--- src/rtl/mem_arb_pkg.sv ---
// Shared types and constants for the single-port memory bus arbiter.
package mem_arb_pkg;

  typedef enum logic [1:0] {
    ARB_IDLE,
    ARB_REQ,
    ARB_WAIT,
    ARB_RESP
  } arb_state_e;

  typedef enum logic {
    GNT_I,
    GNT_D
  } arb_gnt_e;

  localparam logic [1:0] FETCH_SIZE = 2'd2;

endpackage

--- src/rtl/mem_bus_arbiter_if.sv ---
// Fetch, data and downstream memory signals shared by the arbiter and its environment.
// slave = arbiter side, master = core/memory side.
interface mem_bus_arbiter_if;

  logic [63:0] ib_addr;
  logic        ib_en;
  logic        ib_ready;
  logic [31:0] ib_rdata;
  logic        ib_valid;
  logic        ib_acc_err;

  logic [63:0] db_addr;
  logic [1:0]  db_size;
  logic        db_en;
  logic        db_write;
  logic [63:0] db_wdata;
  logic        db_ready;
  logic [63:0] db_rdata;
  logic        db_valid;
  logic        db_acc_err;

  logic        mem_req_valid;
  logic        mem_req_ready;
  logic [63:0] mem_addr;
  logic [1:0]  mem_size;
  logic        mem_write;
  logic [63:0] mem_wdata;
  logic        mem_resp_valid;
  logic [63:0] mem_resp_rdata;
  logic        mem_resp_err;

  modport slave (
    input  ib_addr, ib_en, ib_ready,
    output ib_rdata, ib_valid, ib_acc_err,
    input  db_addr, db_size, db_en, db_write, db_wdata, db_ready,
    output db_rdata, db_valid, db_acc_err,
    output mem_req_valid, mem_addr, mem_size, mem_write, mem_wdata,
    input  mem_req_ready, mem_resp_valid, mem_resp_rdata, mem_resp_err
  );

  modport master (
    output ib_addr, ib_en, ib_ready,
    input  ib_rdata, ib_valid, ib_acc_err,
    output db_addr, db_size, db_en, db_write, db_wdata, db_ready,
    input  db_rdata, db_valid, db_acc_err,
    input  mem_req_valid, mem_addr, mem_size, mem_write, mem_wdata,
    output mem_req_ready, mem_resp_valid, mem_resp_rdata, mem_resp_err
  );

endinterface

--- src/rtl/mem_arb_picker.sv ---
// Winner select between fetch and data requests.
// ARB_RR_EN: round-robin on ties via a last-granted pointer; otherwise data has fixed priority.
module mem_arb_picker
  import mem_arb_pkg::*;
(
`ifdef ARB_RR_EN
  input  logic     clk,
  input  logic     rst_n,
  input  logic     take,
`endif
  input  logic     ib_en,
  input  logic     db_en,
  output arb_gnt_e pick
);

`ifdef ARB_RR_EN
  arb_gnt_e last_q;

  // Pointer starts at I so the first tie after reset goes to D.
  always_ff @(posedge clk or negedge rst_n) begin
    if (!rst_n) begin
      last_q <= GNT_I;
    end else if (take) begin
      last_q <= pick;
    end
  end

  always_comb begin
    pick = GNT_I;
    if (ib_en && db_en) begin
      pick = (last_q == GNT_I) ? GNT_D : GNT_I;
    end else if (db_en) begin
      pick = GNT_D;
    end
  end
`else
  always_comb begin
    pick = GNT_I;
    if (db_en) begin
      pick = GNT_D;
    end
  end
`endif

endmodule

--- src/rtl/mem_bus_arbiter.sv ---
// Shares one downstream memory port between fetch and data ports, one transaction at a time.
// ARB_RR_EN selects round-robin arbitration instead of data-first fixed priority.
module mem_bus_arbiter
  import mem_arb_pkg::*;
(
  input logic              clk,
  input logic              rst_n,
  mem_bus_arbiter_if.slave bus
);

  arb_state_e  state_q, state_d;
  arb_gnt_e    gnt_q, pick;
  logic        take;
  logic        gnt_ready;
  logic [63:0] addr_q;
  logic [1:0]  size_q;
  logic        write_q;
  logic [63:0] wdata_q;
  logic [63:0] rdata_q;
  logic        err_q;
  logic        busy_i, busy_d, resp_i, resp_d;

  assign take      = (state_q == ARB_IDLE) && (bus.ib_en || bus.db_en);
  assign gnt_ready = (gnt_q == GNT_I) ? bus.ib_ready : bus.db_ready;

  mem_arb_picker u_picker (
`ifdef ARB_RR_EN
    .clk   (clk),
    .rst_n (rst_n),
    .take  (take),
`endif
    .ib_en (bus.ib_en),
    .db_en (bus.db_en),
    .pick  (pick)
  );

  always_ff @(posedge clk or negedge rst_n) begin
    if (!rst_n) begin
      state_q <= ARB_IDLE;
    end else begin
      state_q <= state_d;
    end
  end

  always_comb begin
    state_d = state_q;
    case (state_q)
      ARB_IDLE: if (take)               state_d = ARB_REQ;
      ARB_REQ:  if (bus.mem_req_ready)  state_d = ARB_WAIT;
      ARB_WAIT: if (bus.mem_resp_valid) state_d = ARB_RESP;
      ARB_RESP: if (gnt_ready)          state_d = ARB_IDLE;
      default:                          state_d = ARB_IDLE;
    endcase
  end

  always_ff @(posedge clk or negedge rst_n) begin
    if (!rst_n) begin
      gnt_q   <= GNT_I;
      addr_q  <= '0;
      size_q  <= '0;
      write_q <= 1'b0;
      wdata_q <= '0;
      rdata_q <= '0;
      err_q   <= 1'b0;
    end else begin
      if (take) begin
        gnt_q <= pick;
        if (pick == GNT_D) begin
          addr_q  <= bus.db_addr;
          size_q  <= bus.db_size;
          write_q <= bus.db_write;
          wdata_q <= bus.db_wdata;
        end else begin
          addr_q  <= bus.ib_addr;
          size_q  <= FETCH_SIZE;
          write_q <= 1'b0;
          wdata_q <= '0;
        end
      end
      if ((state_q == ARB_WAIT) && bus.mem_resp_valid) begin
        rdata_q <= bus.mem_resp_rdata;
        err_q   <= bus.mem_resp_err;
      end
    end
  end

  assign busy_i = (state_q != ARB_IDLE) && (gnt_q == GNT_I);
  assign busy_d = (state_q != ARB_IDLE) && (gnt_q == GNT_D);
  assign resp_i = (state_q == ARB_RESP) && (gnt_q == GNT_I);
  assign resp_d = (state_q == ARB_RESP) && (gnt_q == GNT_D);

  // Valid is forced low while reset is asserted, otherwise "not busy" reads as !en.
  assign bus.ib_valid   = rst_n && (resp_i || (!busy_i && !bus.ib_en));
  assign bus.db_valid   = rst_n && (resp_d || (!busy_d && !bus.db_en));
  assign bus.ib_acc_err = resp_i && err_q;
  assign bus.db_acc_err = resp_d && err_q;
  assign bus.ib_rdata   = addr_q[2] ? rdata_q[63:32] : rdata_q[31:0];
  assign bus.db_rdata   = rdata_q;

  assign bus.mem_req_valid = (state_q == ARB_REQ);
  assign bus.mem_addr      = addr_q;
  assign bus.mem_size      = size_q;
  assign bus.mem_write     = write_q;
  assign bus.mem_wdata     = wdata_q;

endmodule

--- src/flat_wrapper.sv ---
// flat-port wrapper written by rule: the top's interface ports become plain ports
module mem_bus_arbiter_flat import mem_arb_pkg::*;
  (clk, rst_n, bus_ib_addr, bus_ib_en, bus_ib_ready, bus_ib_rdata, bus_ib_valid, bus_ib_acc_err, bus_db_addr, bus_db_size, bus_db_en, bus_db_write, bus_db_wdata, bus_db_ready, bus_db_rdata, bus_db_valid, bus_db_acc_err, bus_mem_req_valid, bus_mem_addr, bus_mem_size, bus_mem_write, bus_mem_wdata, bus_mem_req_ready, bus_mem_resp_valid, bus_mem_resp_rdata, bus_mem_resp_err);
  mem_bus_arbiter_if bus_i ();
  input logic clk;
  input logic rst_n;
  input wire logic [$bits(bus_i.ib_addr)-1:0] bus_ib_addr;
  input wire logic [$bits(bus_i.ib_en)-1:0] bus_ib_en;
  input wire logic [$bits(bus_i.ib_ready)-1:0] bus_ib_ready;
  output wire logic [$bits(bus_i.ib_rdata)-1:0] bus_ib_rdata;
  output wire logic [$bits(bus_i.ib_valid)-1:0] bus_ib_valid;
  output wire logic [$bits(bus_i.ib_acc_err)-1:0] bus_ib_acc_err;
  input wire logic [$bits(bus_i.db_addr)-1:0] bus_db_addr;
  input wire logic [$bits(bus_i.db_size)-1:0] bus_db_size;
  input wire logic [$bits(bus_i.db_en)-1:0] bus_db_en;
  input wire logic [$bits(bus_i.db_write)-1:0] bus_db_write;
  input wire logic [$bits(bus_i.db_wdata)-1:0] bus_db_wdata;
  input wire logic [$bits(bus_i.db_ready)-1:0] bus_db_ready;
  output wire logic [$bits(bus_i.db_rdata)-1:0] bus_db_rdata;
  output wire logic [$bits(bus_i.db_valid)-1:0] bus_db_valid;
  output wire logic [$bits(bus_i.db_acc_err)-1:0] bus_db_acc_err;
  output wire logic [$bits(bus_i.mem_req_valid)-1:0] bus_mem_req_valid;
  output wire logic [$bits(bus_i.mem_addr)-1:0] bus_mem_addr;
  output wire logic [$bits(bus_i.mem_size)-1:0] bus_mem_size;
  output wire logic [$bits(bus_i.mem_write)-1:0] bus_mem_write;
  output wire logic [$bits(bus_i.mem_wdata)-1:0] bus_mem_wdata;
  input wire logic [$bits(bus_i.mem_req_ready)-1:0] bus_mem_req_ready;
  input wire logic [$bits(bus_i.mem_resp_valid)-1:0] bus_mem_resp_valid;
  input wire logic [$bits(bus_i.mem_resp_rdata)-1:0] bus_mem_resp_rdata;
  input wire logic [$bits(bus_i.mem_resp_err)-1:0] bus_mem_resp_err;
  assign bus_i.ib_addr = bus_ib_addr;
  assign bus_i.ib_en = bus_ib_en;
  assign bus_i.ib_ready = bus_ib_ready;
  assign bus_ib_rdata = bus_i.ib_rdata;
  assign bus_ib_valid = bus_i.ib_valid;
  assign bus_ib_acc_err = bus_i.ib_acc_err;
  assign bus_i.db_addr = bus_db_addr;
  assign bus_i.db_size = bus_db_size;
  assign bus_i.db_en = bus_db_en;
  assign bus_i.db_write = bus_db_write;
  assign bus_i.db_wdata = bus_db_wdata;
  assign bus_i.db_ready = bus_db_ready;
  assign bus_db_rdata = bus_i.db_rdata;
  assign bus_db_valid = bus_i.db_valid;
  assign bus_db_acc_err = bus_i.db_acc_err;
  assign bus_mem_req_valid = bus_i.mem_req_valid;
  assign bus_mem_addr = bus_i.mem_addr;
  assign bus_mem_size = bus_i.mem_size;
  assign bus_mem_write = bus_i.mem_write;
  assign bus_mem_wdata = bus_i.mem_wdata;
  assign bus_i.mem_req_ready = bus_mem_req_ready;
  assign bus_i.mem_resp_valid = bus_mem_resp_valid;
  assign bus_i.mem_resp_rdata = bus_mem_resp_rdata;
  assign bus_i.mem_resp_err = bus_mem_resp_err;
  mem_bus_arbiter u_core (.clk(clk), .rst_n(rst_n), .bus(bus_i));
endmodule
--- config.mk ---
export PLATFORM = sky130hd
export DESIGN_NAME = mem_bus_arbiter_flat
export DESIGN_NICKNAME = d
export VERILOG_FILES = /design/src/rtl/mem_arb_pkg.sv /design/src/rtl/mem_bus_arbiter_if.sv /design/src/rtl/mem_arb_picker.sv /design/src/rtl/mem_bus_arbiter.sv /design/src/flat_wrapper.sv
export SDC_FILE = /design/constraint.sdc
export NUM_CORES = 1
export LEC_CHECK = 0
export ABC_AREA = 1
export ABC_CLOCK_PERIOD_IN_PS = 3100
export BUFFER_PORTS_ARGS = -buffer_cell sky130_fd_sc_hd__buf_2
export CORE_AREA = 2 2 195 197
export DETAILED_ROUTE_END_ITERATION = 10
export DIE_AREA = 0 0 197 199
export PLACE_DENSITY_LB_ADDON = 0.08
export SLEW_MARGIN = 15
export SYNTH_ARGS = -nofsm -noshare
export SYNTH_HDL_FRONTEND = slang
export SYNTH_SLANG_ARGS = --single-unit
--- constraint.sdc ---
create_clock -name clk -period 3.1 [get_ports clk]
set_clock_uncertainty 0.2 [all_clocks]
set_input_delay 0.155 -clock clk [delete_from_list [all_inputs] [get_ports clk]]
set_output_delay 0.155 -clock clk [all_outputs]
set_load 0.02 [all_outputs]
Word-level counts from Yosys, hierarchy flattened
Cells that the tools add are included.
W data, S select, Z words.

cells by class
  equal/unequal tests = 7
  multiplexer cells = 12
  bitwise gates (word level) = 1
  reduce and logical (&&, ||, !) cells = 22

operator list
  operator              number
  $mux W64              2
  $mux W32              1
  $logic_and A1 B1 Y1   12
  $mux W2               5
  $pmux W2 S4           1
  $ne A2 B1 Y1 const B  3
  $eq A2 B2 Y1 const B  2
  $logic_not A1 Y1      4
  $reduce_and A4 Y1     1
  $logic_or A1 B1 Y1    3
  $mux W1               3
  $eq A2 B1 Y1 const B  1
  $logic_not A2 Y1      1
  $ne A2 B2 Y1 const B  1
  $reduce_bool A2 Y1    1
  $not A1 Y1            1

storage, ports and cells
  register bits after elaboration = 199
  input port bits = 268
  output and inout bits = 232
  word-level logic and storage cells = 50

Depth between registers and ports, before layout
Gate-level depths: netlist of run 1.

  depth in word-level cells = 6
  depth in mapped cells = 8
  mapped depth without buffers = 8

Modules after synthesis
A second synthesis of run 1 with hierarchy kept.

unflattened totals
  cells, all modules = 925
  area total of the unflattened synthesis = 8744.6 um2

modules (own cells, without submodules)
  module           times used  cells each  area each (um2)  seq. area each (um2)
  mem_bus_arbiter  1           924         8737.1           4979.8
  mem_arb_picker   1           1           7.5              0.0

Least setup slack after synthesis of run 1
OpenSTA, ideal clock, no wires.

  path kind = reg-to-reg
  start point = register u_core.state_q[0]
  end point = register u_core.rdata_q[25], in the netlist u_core.bus.db_rdata[25]
  setup time = 0.125 ns
  data arrival time = 1.417 ns
  required time = 2.775 ns
  setup slack = 1.358 ns
  stages on the path, launching flop included = 7
  path buffers = 2
  period minus slack after synthesis = 1.742 ns
  cell sequence = dfrtp_1 -> inv_1 -> ha_1 -> nand2_1 -> buf_2 -> buf_4 -> mux2_2

on the way
  cells in the longest elaborated chain, start to end = 2

RTL lines
  what                    line                   source
  start, declared         mem_bus_arbiter.sv:11  arb_state_e state_q, state_d;
  start signal, assigned  mem_bus_arbiter.sv:41  state_q <= state_d;
  $eq A2 B2 Y1            mem_bus_arbiter.sv:80  if ((state_q == ARB_WAIT) && bus.mem_resp_valid) begin
  $logic_and A1 B1 Y1     mem_bus_arbiter.sv:80
  end signal, assigned    mem_bus_arbiter.sv:81  rdata_q <= bus.mem_resp_rdata;
  end, declared           mem_bus_arbiter.sv:19  logic [63:0] rdata_q;

No other way between the ends.
A chain may end at the register's enable or synchronous reset.

Worst setup path in the final report of run 1
  start point = register u_core.state_q[0]
  end point = register u_core.addr_q[42], in the netlist u_core.bus.mem_addr[42]

on the way
  cells in the longest elaborated chain, start to end = 2

RTL lines
  what                  line                   source
  $logic_not A2 Y1      mem_bus_arbiter.sv:23  assign take = (state_q == ARB_IDLE) && (bus.ib_en || bus.db_en);
  $logic_and A1 B1 Y1   mem_bus_arbiter.sv:23
  end signal, assigned  mem_bus_arbiter.sv:69  addr_q <= bus.db_addr;
  end signal, assigned  mem_bus_arbiter.sv:74  addr_q <= bus.ib_addr;
  end, declared         mem_bus_arbiter.sv:15  logic [63:0] addr_q;

No other way between the ends.

==> flow_summary.ini, run 1 <==
[run]
drv_cap = 0

[routing]
num_vias = 8637
antenna_left = 0
initialDrtViolationCount = 260
via_per_inst = 4.25
drt-total-wl_um = 34400
drcViolationCount = 0
wl_per_cell_um = 16.9
firstDrtPassIters = 4

[layout]
final_layout_size_suffix_gt1_share_pct = 40.6
finalNetCount = 1810
area.sequential_mm2 = 0.00498
area_growth_pct = 74.2
final.fill_count = 3761
multi_input_area_mm2 = 0.00315

[timing]
tightest_slew_ns = 0.831
grt_setup_unrepaired = false
setup_viol = 0
setup-tns-final_ns = 0
fin_crit_ns = 2.74
max_freq_mhz = 365
finalCritPeriodShare_pct = 88.4
finalMaxSlewViolations = 0
hold_ws_ns = 0.0312
relSlewSlack_pct = 44.6
hold_violations = 0

[worst_setup_path]
critical_path_required_ns = 3.29
cp_slowest_cell = dlygate4sd3_1
crit_path_end_kind = flip-flop
worstSetupPathType = flip-flop to flip-flop
r2r_slack_ns = 0.36
crit_chain = inv_1, ha_1, nand2_8, buf_12, o31ai_1, dlygate4sd3_1
start_kind = flip-flop
arrival_ns = 2.93
slowest_delay_ns = 0.58
crit_fanout = 76

[synthesis]
synthFlopType = dfrtp_1
syn_avg_cell_area_um2 = 10.8
yosys-top-cells-area = dfrtp_1 59%, mux2_2 8.5%, nand2_1 7.7%
yosysSeqAreaShare_pct = 58.6
async_flop_share_pct = 100
syn-num-nets = 1060
synth-seq-cells = 199
netlist_instances = 788
synth-warning-count = 0
synth_top_cell_area_share_pct = 58.6
ys_types = 20
yosys.area.top_type = dfrtp_1
synth_area_mm2 = 0.00849
synth_edf_count = 0
synth_common_cells = 199 x dfrtp_1, 174 x nand2_1, 133 x nor2_1
yosysMostFrequentCell = dfrtp_1

[global_route]
grt_util_all_layers_pct = 17.2
grt_pass1_vias = 8888
grt_pass1_wl_um = 51000
grt_max_degree = 114
antenna_found_initial = 7
grt-ovfl-total = 0

[power]
power_density_mw_per_mm2 = 1010
p_int_uw = 8350
power.share.switching_pct = 43.8
power.switching_uw = 6520
leakage_uw = 0.00765
seq_power_share_pct = 31.0
vdd_ir_drop_max_v = 0.000369
p_comb_share_pct = 54.0
clkPwrFrac_pct = 14.9

[worst_hold_path]
hp-class = input pin to flip-flop

[clock_network]
numCtsBuffers = 17
clockRootBuffer = clkbuf_16
cts.clk_slew.worst_paths_ns = 0.08
htreeDepth = 4
cts_setup_buffers = 0
clockBufferDepth = 2
ctsResizeCount = 0
clock_latency_ns = 0.44
cts_tree = done
clock-sinks = 199

[die]
die_w_um = 197
die_height_um = 199
dieArea_mm2 = 0.0392
num_rows = 71
initial_core_util_pct = 22.9
core_area_mm2 = 0.0371
io_pins = 500

[placement]
port_buffers = 499
routabilityCongestion = 0.731
post-dp-hpwl_um = 24100

[status]
status = finished, final reports clean
-- stage by stage --
stage | utilization [%] | cell area (um2) | cells | power (uW) | worst slack (ns)
floorplan | - | 8490 | 788 | 9010 | 1.36
CTS | 39.8 | 14800 | 2026 | 15100 | 0.100
global route | 39.8 | 14800 | 2028 | 15900 | 0.190
detailed placement | 30.8 | 11400 | 1717 | 11700 | 0.853
global placement | 30.8 | 11400 | 1717 | 11700 | 0.900
finish | 39.8 | 14800 | 2030 | 14900 | 0.361
-- per-layer routing --
metal	global-route usage [%]	up-vias	wire length, um
met5	0	-	21
met1	19.8	4059	13700
li1	-	4180	-
met4	6.54	4	969
met2	28.9	342	16600
met3	6.95	52	3040
-- repair_timing --
item                                    CTS  global route
hold buffers                            277             0
endpoints found under the hold margin   347             0
endpoints found under the setup margin    0             1
-- state kept, by name (all words and copies together) (netlist names) --
name,flops
u_core.state_q,2
u_core.bus.mem_wdata,64
u_core.err_q,1
u_core.bus.db_rdata,64
u_core.bus.mem_write,1
u_core.gnt_q,1
u_core.bus.mem_size,2
u_core.bus.mem_addr,64
-- worst max-delay path, delay by kind of cell (launching register included) --
kind | cells | cell delay [ns]
AOI/OAI and AO/OA | 1 | 0.22
adders and majority gates | 1 | 0.39
buffers and inverters | 3 | 1.00
DFF | 1 | 0.42
and+or+nand+nor | 1 | 0.36
-- path summary, 6_finish.rpt --
kind / start / end / depth (start not counted)
max in group asynchronous: rst_n / u_core.bus.mem_addr[62] / 3
worst max-delay path: u_core.state_q[0] / u_core.bus.mem_addr[42] / 6
worst max register to register: u_core.state_q[0] / u_core.bus.mem_addr[42] / 6
worst min-delay path: bus_db_en / u_core.gnt_q / 3
worst min register to register: u_core.bus.mem_wdata[61] / u_core.bus.mem_wdata[61] / 1
min in group asynchronous: rst_n / u_core.bus.db_rdata[25] / 3
-- cells by family (layout without fill, tap and decap cells) --
kind of cell / Yosys count / in the layout / synth area share, %
muxes: 64 / 64 / 8.49
other: 0 / 5 / 0
and+or+nand+nor: 314 / 314 / 14.0
AOI/OAI and AO/OA: 137 / 137 / 13.9
buffers and inverters: 70 / 833 / 4.41
adders and majority gates: 4 / 4 / 0.589
DFF: 199 / 199 / 58.6
-- cell usage in the layout (no fill, tap or decap), types with 3 or more instances in the layout --
cell type	netlist	final
a21oi_1	3	3
a22o_1	66	66
buf_12	0	6
buf_2	29	498
buf_4	10	7
clkbuf_16	0	17
clkinv_4	0	4
dfrtp_1	199	199
diode_2	0	5
dlygate4sd3_1	0	275
ha_1	4	4
inv_1	12	12
inv_6	0	3
inv_8	0	5
mux2_2	64	64
nand2_1	174	173
nand3_1	5	5
nor2_1	133	133
o21ai_0	3	3
o31ai_1	48	48
o31ai_2	16	16
-- power groups by stage --
stage	Clock (uW)	Sequential, uW	Combinational [uW]
after floorplan	0	6050	2960
after global placement	0	4670	7010
after detailed placement	0	4640	7070
after CTS	2340	4620	8110
after global routing	2440	4790	8670
final	2220	4620	8040
-- cell type report --
| class | instances | share of cell area, % |
|---|---|---|
| repair buffers | 787 | 36.7 |
| flip-flops and latches | 199 | 33.7 |
| multi-input cells | 519 | 21.3 |
| well taps | 474 | 4.01 |
| clock buffers | 18 | 2.97 |
| clock inverters | 14 | 0.896 |
| inverters | 14 | 0.355 |
| diodes | 5 | 0.0846 |
No activity file was read; power rests on OpenSTA's default activity.
==> run 2, diff against run 1 <==
--- a/config.mk
+++ b/config.mk
@@ -13,4 +13,5 @@
 export DIE_AREA = 0 0 197 199
 export PLACE_DENSITY_LB_ADDON = 0.08
+export SKIP_LAST_GASP = 1
 export SLEW_MARGIN = 15
 export SYNTH_ARGS = -nofsm -noshare
==> constraint.sdc (replaced) <==
create_clock -name clk -period 3.1 [get_ports clk]
set_clock_uncertainty 0.2 [all_clocks]
set_input_delay 0.31 -clock clk [delete_from_list [all_inputs] [get_ports clk]]
set_output_delay 0.31 -clock clk [all_outputs]
set_load 0.02 [all_outputs]
==> run 2 against run 1 <==
  * Hold slack better by 0.012 ns
  * Worst setup slack lost 0.012 ns
  * Critical path type unchanged
  * Die area is the same
  * Global-route usage hardly changed
  * Sequential share of layout area is 0.37 points higher
  * Register-to-register slack is essentially flat
  * Via count fell by 1.1%
  * Sequential power barely moved
  * Clock-buffer cell count fell by 1
  * Total power is 0.45% lower
==> flow_summary.ini, run 2 (synthesis results as in run 1) <==
[die]
die_w_um = 197
core_area_mm2 = 0.0371
io_pins = 500
die_height_um = 199
initial_core_util_pct = 22.9
dieArea_mm2 = 0.0392
num_rows = 71

[worst_setup_path]
worstSetupEndpoint = u_core.bus.mem_addr[0]
crit_chain = inv_1, ha_1, nand2_8, buf_12, o31ai_1, dlygate4sd3_1
critPathTopFamily = buffers and inverters
crit_path_end_kind = flip-flop
r2r_slack_ns = 0.35
cp_num_buf_inv = 3
critical_path_depth = 6
crit_fanout = 80
arrival_ns = 2.94
startpoint = u_core.state_q[0]
cp_slowest_cell = dlygate4sd3_1
start_kind = flip-flop
r2r-start = u_core.state_q[0]
slowest_delay_ns = 0.57
worst-r2r-cell-count = 6
timing.rr.end = u_core.bus.mem_addr[0]
worstSetupPathType = flip-flop to flip-flop
critical_path_required_ns = 3.29

[routing]
wl_per_cell_um = 16.9
drt-total-wl_um = 34100
m1WireLength_um = 13300
drcViolationCount = 0
route.met3.wl_um = 2670
firstDrtPassIters = 4
top_layer = met5
route.met2.wl_um = 17100
via_per_inst = 4.25
num_vias = 8546
initialDrtViolationCount = 235
antenna_left = 0

[clock_network]
clock-sinks = 199
clock_latency_ns = 0.45
htreeDepth = 4
numCtsBuffers = 17
cts.clk_slew.worst_paths_ns = 0.08
clockRootBuffer = clkbuf_16
cts_setup_buffers = 0
clockBufferDepth = 2
cts_tree = done

[power]
vdd_ir_drop_max_v = 0.000392
seq_power_share_pct = 31.2
clkPwrFrac_pct = 15.4
power.switching_uw = 6560
power_density_mw_per_mm2 = 1010
power.share.switching_pct = 44.3
p_int_uw = 8250
leakage_uw = 0.00757
p_comb_share_pct = 53.4

[layout]
final_util_pct = 39.4
layout.cells.most_common = buf_2
final_cell_mix = 498 x buf_2, 260 x dlygate4sd3_1, 199 x dfrtp_1
final_cell_area_mm2 = 0.0146
finalNetCount = 1795
area_growth_pct = 72.3
final_layout_size_suffix_gt1_share_pct = 41.0

[timing]
setup_viol = 0
finalCritPeriodShare_pct = 88.7
hold_violations = 0
fin_ws_ns = 0.349
finalMaxSlewViolations = 0
relSlewSlack_pct = 48.2
setup-tns-final_ns = 0
max_freq_mhz = 364
tightest_slew_ns = 0.776
fin_crit_ns = 2.75
grt_setup_unrepaired = false

[status]
status = finished, final reports clean

[global_route]
grt_max_degree = 91
antenna_found_initial = 5
grt_pass1_vias = 9115
grt-ovfl-total = 0
grt_util_all_layers_pct = 17.2
grt_pass1_wl_um = 51100

[placement]
routabilityCongestion = 0.759
place_area_mm2 = 0.0114
post-dp-hpwl_um = 24200
port_buffers = 499
dp_slack_ns = 0.877

[run]
drv_cap = 0

[worst_hold_path]
hp-class = input pin to flip-flop
run 2: changes by cell type in the layout (fill, tap and decap cells not counted):
cell / previous run / this run
clkinvlp_4: 2 / 1
inv_6: 3 / 6
clkbuf_8: 2 / 1
clkinv_4: 4 / 0
inv_8: 5 / 4
buf_4: 7 / 9
dlygate4sd3_1: 275 / 260
diode_2: 5 / 1
clkinv_8: 0 / 4
buf_12: 6 / 4
run 2: worst min-delay path, delay by kind of cell:
family	cells	cell delay [ns]
AOI/OAI and AO/OA	1	0.12
buffers and inverters	1	0.10
and+or+nand+nor	1	0.10
run 2: per-layer routing:
metal / vias up / track usage, %
met2: 316 / 30.3
li1: 4149 / -
met1: 4027 / 19.1
met4: 6 / 6.57
met5: - / 0
met3: 48 / 6.00
run 2: through the flow:
step | power (uW) | std cells | hold slack (ns)
floorplan | 9010 | 788 | -0.186
global placement | 11700 | 1718 | -0.00545
detailed placement | 11700 | 1718 | -0.00731
CTS | 15000 | 2010 | 0.0248
global route | 15900 | 2011 | 0.0638
finish | 14800 | 2011 | 0.0427
run 2: how the worst min path moves through the flow:
stage	from	to	slack (ns)	depth (start not counted)
after floorplan	rst_n	u_core.bus.db_rdata[0]	-0.19	0
after CTS	bus_db_addr[2]	u_core.bus.mem_addr[2]	0.02	3
after detailed placement	rst_n	u_core.bus.db_rdata[53]	-0.007	1
after global routing	bus_db_addr[2]	u_core.bus.mem_addr[2]	0.06	3
final	bus_db_addr[2]	u_core.bus.mem_addr[2]	0.04	3
after global placement	rst_n	u_core.bus.db_rdata[53]	-0.005	1
run 2: power groups by stage:
| stage | combinational (uW) | sequential, uW | clock [uW] |
|---|---|---|---|
| finish | 7900 | 4620 | 2290 |
| global route | 8570 | 4800 | 2490 |
| CTS | 7990 | 4620 | 2390 |
| detailed placement | 7050 | 4640 | 0 |
| global placement | 6980 | 4690 | 0 |
| floorplan | 2960 | 6050 | 0 |
run 2: layout make-up:
cell class                 instances  area [um2]
fill                            3801       22500
timing repair buffer             772        5260
sequential                       199        4980
multi-input combinational        519        3150
tap                              474         593
clock buffer                      17         425
clock inverter                    15         170
inverter                          14        52.6
antenna                            1        2.50
run 2: timing repair:
item	4_1_cts	5_1_grt
hold buffers	260	0
endpoints found under the hold margin	342	0
gates resized for setup	0	0
==> run 3, diff against run 2 <==
RECOVER_POWER = 50   (was not set)
==> run 3 against run 2 <==
  * Maximum frequency hardly changed
  * Cell area fell by 1.5%
  * Register-to-register slack is essentially flat
  * Die area unchanged
  * Combinational power is 3.7% lower
  * Hold slack better by 0.0012 ns
  * Routed wire length hardly changed
  * Global-route usage stayed put
  * Flip-flop and latch count is the same
  * Final cell count did not move
  * First-iteration DRC count is 3.4% lower
  * Critical endpoint is now u_core.bus.mem_addr[33]
==> flow_summary.ini, run 3 (synthesis results as in run 1) <==
[status]
status = finished, final reports clean

[clock_network]
clockBufferDepth = 2
clockRootBuffer = clkbuf_16
numCtsBuffers = 17
ctsResizeCount = 0
htreeDepth = 4
clock-sinks = 199
cts_hold_buf = 260
clock_latency_ns = 0.45
cts_tree = done
cts.clk_slew.worst_paths_ns = 0.08
cts_setup_buffers = 0

[layout]
layout.cells.most_common = buf_2
final_layout_size_suffix_gt1_share_pct = 29.9
final_cell_mix = 329 x buf_2, 260 x dlygate4sd3_1, 199 x dfrtp_1
finalNetCount = 1795
area_growth_pct = 69.7
final_util_pct = 38.8

[die]
die_w_um = 197
io_pins = 500
dieArea_mm2 = 0.0392
core_area_mm2 = 0.0371
initial_core_util_pct = 22.9
num_rows = 71
die_height_um = 199

[global_route]
grt-ovfl-total = 0
grt_max_degree = 91
antenna_found_initial = 5
grt_pass1_vias = 9115
grt_util_all_layers_pct = 17.2
grt_pass1_wl_um = 51100

[placement]
post-dp-hpwl_um = 24200
routabilityCongestion = 0.759
port_buffers = 499

[routing]
initialDrtViolationCount = 227
antenna_left = 0
drcViolationCount = 0
num_vias = 8601
drt-total-wl_um = 34100
wl_per_cell_um = 17.0
via_per_inst = 4.28
firstDrtPassIters = 4

[worst_setup_path]
crit_fanout = 80
worstSetupPathType = flip-flop to flip-flop
start_kind = flip-flop
critical_path_required_ns = 3.28
arrival_ns = 2.94
crit_path_end_kind = flip-flop
startpoint = u_core.state_q[0]
r2r-start = u_core.state_q[0]

[power]
leakage_uw = 0.00702
p_comb_share_pct = 52.3
clkPwrFrac_pct = 15.7
power_density_mw_per_mm2 = 1010
power.share.switching_pct = 45.3
seq_power_share_pct = 31.9
power.switching_uw = 6580
p_int_uw = 7960
vdd_ir_drop_max_v = 0.000381

[timing]
relSlewSlack_pct = 12.1
finalCritPeriodShare_pct = 88.7
setup-tns-final_ns = 0
grt_setup_unrepaired = false
finalMaxSlewViolations = 0
max_freq_mhz = 364
setup_viol = 0
hold_violations = 0
tightest_slew_ns = 1.32
fin_crit_ns = 2.75

[worst_hold_path]
hp-class = input pin to flip-flop
min-delay-start = bus_db_addr[2]

[run]
drv_cap = 0
==> run 3: cell types whose count changed in the layout (fill, tap and decap cells not counted), sizes merged <==
cell and change:
buf -171, clkbuf +171
==> run 3: area by class of cell <==
type,count,area [um2]
Antenna cell,1,2.50
Clock buffer,17,425
Clock inverter,15,170
Fill cell,3882,22700
Inverter,14,52.6
Multi-Input combinational cell,519,3150
Sequential cell,199,4980
Tap cell,474,593
Timing Repair Buffer,772,5030
==> run 3: worst paths after layout <==
kind	endpoint	slack [ns]	cells after the start
worst min register to register	u_core.bus.mem_wdata[7]	0.30	1
max in group asynchronous	u_core.bus.db_rdata[45]	1.03	3
worst max register to register	u_core.bus.mem_addr[33]	0.35	6
min in group asynchronous	u_core.bus.db_rdata[53]	0.09	2
worst max-delay path	u_core.bus.mem_addr[33]	0.35	6
worst min-delay path	u_core.bus.mem_addr[2]	0.04	3
==> run 3: layer usage <==
| layer | GRT usage (%) | part of all wire [%] | up-vias |
|---|---|---|---|
| li1 | - | - | 4148 |
| met1 | 19.1 | 39 | 4081 |
| met2 | 30.3 | 50 | 318 |
| met3 | 6.00 | 7.7 | 48 |
| met4 | 6.57 | 2.7 | 6 |
| met5 | 0 | 0.10 | - |
==> run 3: worst max-delay path: stages, from the launching register on <==
cell and delay [ns]:
dfrtp_1 0.42, inv_1 0.09, ha_1 0.40, nand2_8 0.34, buf_12 0.35, o31ai_1 0.24, dlygate4sd3_1 0.59
==> run 3: power by group through the flow <==
stage               clock network (uW)  logic, uW  registers, uW
floorplan                            0       2960           6050
global placement                     0       6980           4690
detailed placement                   0       7050           4640
CTS                               2390       7990           4620
global route                      2490       8280           4830
finish                            2290       7610           4650
==> run 3: metrics by stage <==
step           cells  worst slack (ns)  power [uW]  hold slack, ns  area (um2)
2_1_floorplan    788              1.36        9010          -0.186        8490
3_3_place_gp    1718             0.927       11700        -0.00545       11400
3_5_place_dp    1718             0.877       11700        -0.00731       11400
4_1_cts         2010             0.368       15000          0.0248       14600
5_1_grt         2011             0.103       15600          0.0638       14400
6_report        2011             0.349       14500          0.0438       14400
